File: config.mk
export PLATFORM = sky130hd
export DESIGN_NAME = cpu_instr_fetch_flat
export DESIGN_NICKNAME = d
export VERILOG_FILES = /design/src/rtl/cpu_instr_fetch_if.sv /design/src/rtl/cpu_instr_fetch.sv /design/src/flat_wrapper.sv
export SDC_FILE = /design/constraint.sdc
export NUM_CORES = 1
export LEC_CHECK = 0
export BUFFER_PORTS_ARGS = -buffer_cell sky130_fd_sc_hd__clkbuf_2
export CORE_UTILIZATION = 39
export CTS_BUF_LIST = sky130_fd_sc_hd__clkbuf_16
export DETAILED_ROUTE_END_ITERATION = 6
export MAX_ROUTING_LAYER = met4
export PLACE_DENSITY = 0.67
export SLEW_MARGIN = 20
export SYNTH_ARGS = -nofsm -noshare
export SYNTH_HDL_FRONTEND = slang
export SYNTH_SLANG_ARGS = --single-unit
File: constraint.sdc
create_clock -name clk -period 2.3 [get_ports clk]
set_input_delay 0.115 -clock clk [delete_from_list [all_inputs] [get_ports clk]]
set_output_delay 0.115 -clock clk [all_outputs]
set_load 0.03 [all_outputs]
File: src/rtl/cpu_instr_fetch_if.sv
// Fetch-stage bus bundle: instruction-memory request/response channel and the
// instruction handoff channel toward execute. The fetch block is the master.
interface cpu_instr_fetch_if #(
  parameter int ADDR_W = 16,
  parameter int DATA_W = 32
);
  logic              mem_req_valid;
  logic              mem_req_ready;
  logic [ADDR_W-1:0] mem_req_addr;
  logic              mem_rsp_valid;
  logic [DATA_W-1:0] mem_rsp_data;
  logic              instr_valid;
  logic              instr_ready;
  logic [DATA_W-1:0] instr_data;
  logic [ADDR_W-1:0] instr_pc;

  modport master (
    output mem_req_valid, mem_req_addr, instr_valid, instr_data, instr_pc,
    input  mem_req_ready, mem_rsp_valid, mem_rsp_data, instr_ready
  );

  modport slave (
    input  mem_req_valid, mem_req_addr, instr_valid, instr_data, instr_pc,
    output mem_req_ready, mem_rsp_valid, mem_rsp_data, instr_ready
  );
endinterface

File: src/rtl/cpu_instr_fetch.sv
// Instruction fetch stage: one outstanding memory read per sequencer FETCH,
// instruction handed to execute over valid/ready, PC owned here with redirect.
// Optional response timeout: define FETCH_TIMEOUT_EN to enable the WAIT
// watchdog and the sticky fetch_err flag; otherwise fetch_err is constant 0.
module cpu_instr_fetch #(
  parameter int ADDR_W      = 16,
  parameter int DATA_W      = 32,
  parameter int ADDR_STEP   = 4,
  parameter int RESET_PC    = 0,
  parameter int TIMEOUT_CYC = 255
) (
  input  logic              clk,
  input  logic              reset,
  input  logic [1:0]        cpu_state,
  input  logic              pc_load,
  input  logic [ADDR_W-1:0] pc_load_value,
  output logic              busy,
  output logic              fetch_err,
  cpu_instr_fetch_if.master bus
);
  localparam logic [ADDR_W-1:0] PC0  = ADDR_W'(RESET_PC);
  localparam logic [ADDR_W-1:0] STEP = ADDR_W'(ADDR_STEP);
  localparam logic [1:0]        CPU_FETCH = 2'b10;

  typedef enum logic [1:0] {S_IDLE, S_REQ, S_WAIT, S_HOLD} st_t;

  st_t               state, state_n;
  logic [ADDR_W-1:0] pc, pc_n, ra, ra_n, ip, ip_n;
  logic [DATA_W-1:0] id, id_n;
  logic              disc, disc_n, rv, rv_n, iv, iv_n, bsy;
  logic              to_hit;

  assign bus.mem_req_valid = rv;
  assign bus.mem_req_addr  = ra;
  assign bus.instr_valid   = iv;
  assign bus.instr_data    = id;
  assign bus.instr_pc      = ip;
  assign busy              = bsy;

`ifdef FETCH_TIMEOUT_EN
  localparam int CNT_W = $clog2(TIMEOUT_CYC + 1);
  logic [CNT_W-1:0] cnt;
  logic             err;

  assign to_hit    = (cnt == CNT_W'(TIMEOUT_CYC - 1));
  assign fetch_err = err;

  // WAIT-cycle counter restarts on every entry to WAIT; error flag is sticky
  always_ff @(posedge clk or posedge reset) begin
    if (reset) begin
      cnt <= '0;
      err <= 1'b0;
    end else begin
      cnt <= (state == S_WAIT) ? cnt + 1'b1 : '0;
      if (state == S_WAIT && !bus.mem_rsp_valid && to_hit) err <= 1'b1;
    end
  end
`else
  // keeps the timeout parameter referenced in builds without the watchdog
  logic unused_to;
  assign unused_to = ^TIMEOUT_CYC;
  assign to_hit    = 1'b0;
  assign fetch_err = 1'b0;
`endif

  // next state and next register values; pc_load is evaluated first so it wins
  always_comb begin
    state_n = state;
    pc_n    = pc;
    disc_n  = disc;
    rv_n    = rv;
    ra_n    = ra;
    iv_n    = iv;
    id_n    = id;
    ip_n    = ip;
    case (state)
      S_IDLE: begin
        if (pc_load) begin
          pc_n = pc_load_value;
        end else if (cpu_state == CPU_FETCH) begin
          state_n = S_REQ;
          rv_n    = 1'b1;
          ra_n    = pc;
        end
      end
      S_REQ: begin
        // request is never withdrawn; a redirect only marks its data stale
        if (pc_load) begin
          pc_n   = pc_load_value;
          disc_n = 1'b1;
        end
        if (bus.mem_req_ready) begin
          state_n = S_WAIT;
          rv_n    = 1'b0;
        end
      end
      S_WAIT: begin
        if (pc_load) begin
          pc_n   = pc_load_value;
          disc_n = 1'b1;
        end
        if (bus.mem_rsp_valid) begin
          if (pc_load || disc) begin
            disc_n  = 1'b0;
            state_n = S_IDLE;
          end else begin
            id_n    = bus.mem_rsp_data;
            ip_n    = pc;
            pc_n    = pc + STEP;
            iv_n    = 1'b1;
            state_n = S_HOLD;
          end
        end else if (to_hit) begin
          disc_n  = 1'b0;
          state_n = S_IDLE;
        end
      end
      S_HOLD: begin
        if (pc_load) begin
          pc_n    = pc_load_value;
          iv_n    = 1'b0;
          state_n = S_IDLE;
        end else if (bus.instr_ready) begin
          iv_n    = 1'b0;
          state_n = S_IDLE;
        end
      end
      default: state_n = S_IDLE;
    endcase
  end

  // state, PC and all registered outputs
  always_ff @(posedge clk or posedge reset) begin
    if (reset) begin
      state <= S_IDLE;
      pc    <= PC0;
      disc  <= 1'b0;
      rv    <= 1'b0;
      ra    <= PC0;
      iv    <= 1'b0;
      id    <= '0;
      ip    <= '0;
      bsy   <= 1'b0;
    end else begin
      state <= state_n;
      pc    <= pc_n;
      disc  <= disc_n;
      rv    <= rv_n;
      ra    <= ra_n;
      iv    <= iv_n;
      id    <= id_n;
      ip    <= ip_n;
      bsy   <= (state_n != S_IDLE);
    end
  end
endmodule

File: src/flat_wrapper.sv
// flat-port wrapper written by rule: the top's interface ports become plain ports
module cpu_instr_fetch_flat 
#(
  parameter int ADDR_W      = 16,
  parameter int DATA_W      = 32,
  parameter int ADDR_STEP   = 4,
  parameter int RESET_PC    = 0,
  parameter int TIMEOUT_CYC = 255
)
  (clk, reset, cpu_state, pc_load, pc_load_value, busy, fetch_err, bus_mem_req_valid, bus_mem_req_addr, bus_instr_valid, bus_instr_data, bus_instr_pc, bus_mem_req_ready, bus_mem_rsp_valid, bus_mem_rsp_data, bus_instr_ready);
  cpu_instr_fetch_if #(.ADDR_W(ADDR_W), .DATA_W(DATA_W)) bus_i ();
  input  logic clk;
  input  logic reset;
  input  logic [1:0] cpu_state;
  input  logic pc_load;
  input  logic [ADDR_W-1:0] pc_load_value;
  output logic busy;
  output logic fetch_err;
  output wire logic [$bits(bus_i.mem_req_valid)-1:0] bus_mem_req_valid;
  output wire logic [$bits(bus_i.mem_req_addr)-1:0] bus_mem_req_addr;
  output wire logic [$bits(bus_i.instr_valid)-1:0] bus_instr_valid;
  output wire logic [$bits(bus_i.instr_data)-1:0] bus_instr_data;
  output wire logic [$bits(bus_i.instr_pc)-1:0] bus_instr_pc;
  input wire logic [$bits(bus_i.mem_req_ready)-1:0] bus_mem_req_ready;
  input wire logic [$bits(bus_i.mem_rsp_valid)-1:0] bus_mem_rsp_valid;
  input wire logic [$bits(bus_i.mem_rsp_data)-1:0] bus_mem_rsp_data;
  input wire logic [$bits(bus_i.instr_ready)-1:0] bus_instr_ready;
  assign bus_mem_req_valid = bus_i.mem_req_valid;
  assign bus_mem_req_addr = bus_i.mem_req_addr;
  assign bus_instr_valid = bus_i.instr_valid;
  assign bus_instr_data = bus_i.instr_data;
  assign bus_instr_pc = bus_i.instr_pc;
  assign bus_i.mem_req_ready = bus_mem_req_ready;
  assign bus_i.mem_rsp_valid = bus_mem_rsp_valid;
  assign bus_i.mem_rsp_data = bus_mem_rsp_data;
  assign bus_i.instr_ready = bus_instr_ready;
  cpu_instr_fetch #(.ADDR_W(ADDR_W), .DATA_W(DATA_W), .ADDR_STEP(ADDR_STEP), .RESET_PC(RESET_PC), .TIMEOUT_CYC(TIMEOUT_CYC)) u_core (.clk(clk), .reset(reset), .cpu_state(cpu_state), .pc_load(pc_load), .pc_load_value(pc_load_value), .busy(busy), .fetch_err(fetch_err), .bus(bus_i));
endmodule
==> impl_results.md <==
* Status: finished, final reports clean
* H-tree Lvls at 3
* Count leader, synth: nand2_1
* Storage cell area at 0.00215 mm²
* TNS Setup at 0 ns
* Final min period at 1.95 ns
* Total GRT Usage at 19.6%
* Via count at 3,089
* Final setup viols at 0
* Fmax at 512 MHz
* Chip height at 99.3 µm
* Core Area at 0.00920 mm²
* Largest net degree at the start of global routing at 52
* Leakage at 2.75 nW
* Dpl cells at 596
* Area contributors post-synth: dfrtp_1, nand2_1, mux2_2, ha_1, o21ai_0
* Area of the multi-input gates at 0.00143 mm²
* Setup Buffers After CTS at 0
* Clock root cell: clkbuf_16
* Max Clock Skew at 0.00478 ns
* Mapped Area at 0.00369 mm²
* Global placement routability congestion at 0.760
* Synth Register Bits at 86
* Synth Warn # at 0
* Hold-fix buffers, CTS at 38
* Row cnt at 35
* Worst hold path class: in2reg
* Routed len/inst at 13.7 µm
* CP Max Fanout at 10
* TritonCTS Buffers at 9
* Final Hold Fails at 0
* Top post-synthesis cells by count: nand2_1, dfrtp_1, mux2_2, o21ai_0, clkbuf_1
* Initial antenna violation count at 0
* Synth Net Count at 437
* Post-synth EDFFs at 0
* Yosys cell types at 36
* Dpl hpwl at 5890 µm
* Cells after synthesis at 374
* RSZ-0062 raised after global routing: false
* Main synth FF type: dfrtp_1
* TritonRoute pass-1 iters at 4
* Longest Clk Path Bufs at 2
* Layout cell share with drive strength beyond 1 at 31.5%
* Slew margin rel. at 51.6%
* Die Width at 99.3 µm
* Vias/cell at 4.75
* Mean Syn Cell Area at 9.86 µm²
* Antenna Cells at 0
* Setup crit end kind: register
* Startpoint types: register
* CTS clk-pin slew, worst paths at 0.06 ns
* Antenna viol nets, final at 0
* Worst hold slack at 0.0141 ns
* Async set or reset register ratio after synthesis at 100%
* Slew Limit Fails at 0
* CTS tree: yes
* WP data required at 2.50 ns
* CTS Sinks at 86
* Grt total ovfl at 0
* Routed Wire Length at 8920 µm
* Port bufs at 122
* Initial Utilization at 40.1%
* Maxcap violations at 0
* Boundary pin count at 124
* Die area at 0.00985 mm²
* Data arrival time of the critical path at 2.15 ns
* Fin crit share at 84.9%
* Maximum VDD drop at 0.475 mV
* Clk Latency, worst-skew pair at 0.33 ns
* Filler instances at 807
* Seq/Total Area, Yosys at 58.3%
* DR iter-0 viols at 103
* Cell area power density at 1140 mW/mm²
* Cell taking the most area after synthesis: dfrtp_1
* Top-area cell type share of the netlist area at 58.3%
* First-pass GRT wire length at 14,500 µm
* # DRC at 0
* Crit path kind: reg2reg
* Nets at 597
* Vias in the first global route at 3,090
* Area delta synth->final at 39.7%
* Pin slew with the least headroom to its limit at 0.724 ns
* Final non-filler cell total at 650
* Post-CTS sizing at 0
-- worst max-delay path: stages, from the launching register on --
cell and delay (ns):
dfrtp_1 0.42, inv_1 0.14, ha_1 0.18, nand3b_1 0.10, buf_4 0.19, nor3_1 0.38
mux2i_1 0.31, nand3_1 0.10
-- sequential cells by signal, summed over array words and instances, names as in the netlist --
| register | count |
|---|---|
| u_core.state | 2 |
| u_core.bus.instr_valid | 1 |
| u_core.disc | 1 |
| u_core.bus.instr_pc | 16 |
| u_core.pc | 16 |
| u_core.bus.mem_req_addr | 16 |
| u_core.busy | 1 |
| u_core.bus.mem_req_valid | 1 |
| u_core.bus.instr_data | 32 |
-- cells by family (layout without fill, tap and decap cells) --
group | count (synthesis) | in the layout | synth area share (%)
multiplexers | 21 | 21 | 6.31
buffers and inverters | 25 | 190 | 2.95
AO/OA/AOI/OAI | 28 | 28 | 4.38
XOR/XNOR | 11 | 11 | 2.61
AND/OR/NAND/NOR | 195 | 195 | 22.9
adder cells (fa/ha/maj) | 7 | 7 | 2.37
flip-flops | 86 | 86 | 58.3
other | 1 | 1 | 0.102
-- per-layer routing --
layer,up-vias,GRT usage [%],share of wire [%]
met1,1440,22.3,44
met4,0,8.60,1.4
li1,1527,-,-
met2,103,33.0,49
met3,19,4.57,5.8
met5,-,-,0
-- path summary, 6_finish.rpt --
path | from | to | slack [ns] | depth (start not counted)
worst max-delay path | u_core.state[0] | u_core.pc[15] | 0.35 | 7
min in group asynchronous | reset | u_core.bus.instr_data[18] | 0.44 | 3
max in group asynchronous | reset | u_core.pc[11] | 1.17 | 4
worst max register to register | u_core.state[0] | u_core.pc[15] | 0.35 | 7
worst min-delay path | pc_load_value[2] | u_core.pc[2] | 0.01 | 3
worst min register to register | u_core.bus.instr_data[19] | u_core.bus.instr_data[19] | 0.47 | 2
-- power breakdown --
group	leakage, nW	switching (W)	internal (W)
registers	1.12	0.000281	0.00195
clock network	0.165	0.000567	0.00106
logic	1.47	0.00136	0.000672
-- cell usage in the layout (no fill, tap or decap), types with 3 or more instances in the layout --
master	n
clkbuf_16	9
nor4_1	5
mux2_2	18
bufinv_16	3
nor2_1	3
dfrtp_1	86
mux2i_1	3
o21ai_0	17
buf_4	8
ha_1	7
clkbuf_2	122
nand2_1	163
nand3_1	6
dlygate4sd3_1	38
xnor2_1	9
a21oi_1	4
nor2b_1	4
nor3_1	5
inv_1	4
-- area by class of cell --
| type | count | area share (%) |
|---|---|---|
| Sequential cell | 86 | 41.8 |
| Inverter | 5 | 0.437 |
| Clock inverter | 7 | 2.16 |
| Clock buffer | 9 | 4.37 |
| Timing Repair Buffer | 169 | 20.8 |
| Tap cell | 111 | 2.69 |
| Multi-Input combinational cell | 263 | 27.8 |
-- stage by stage --
stage          cell area [µm²]  power [W]  util, %  setup slack (ns)
2_1_floorplan             3690    0.00361        -             0.663
3_3_place_gp              4440    0.00420     48.2             0.574
3_5_place_dp              4440    0.00425     48.2             0.494
4_1_cts                   5150    0.00595     56.0             0.364
5_1_grt                   5150    0.00620     56.0             0.275
6_report                  5150    0.00589     56.0             0.348
(Power assumes the default switching activity.)
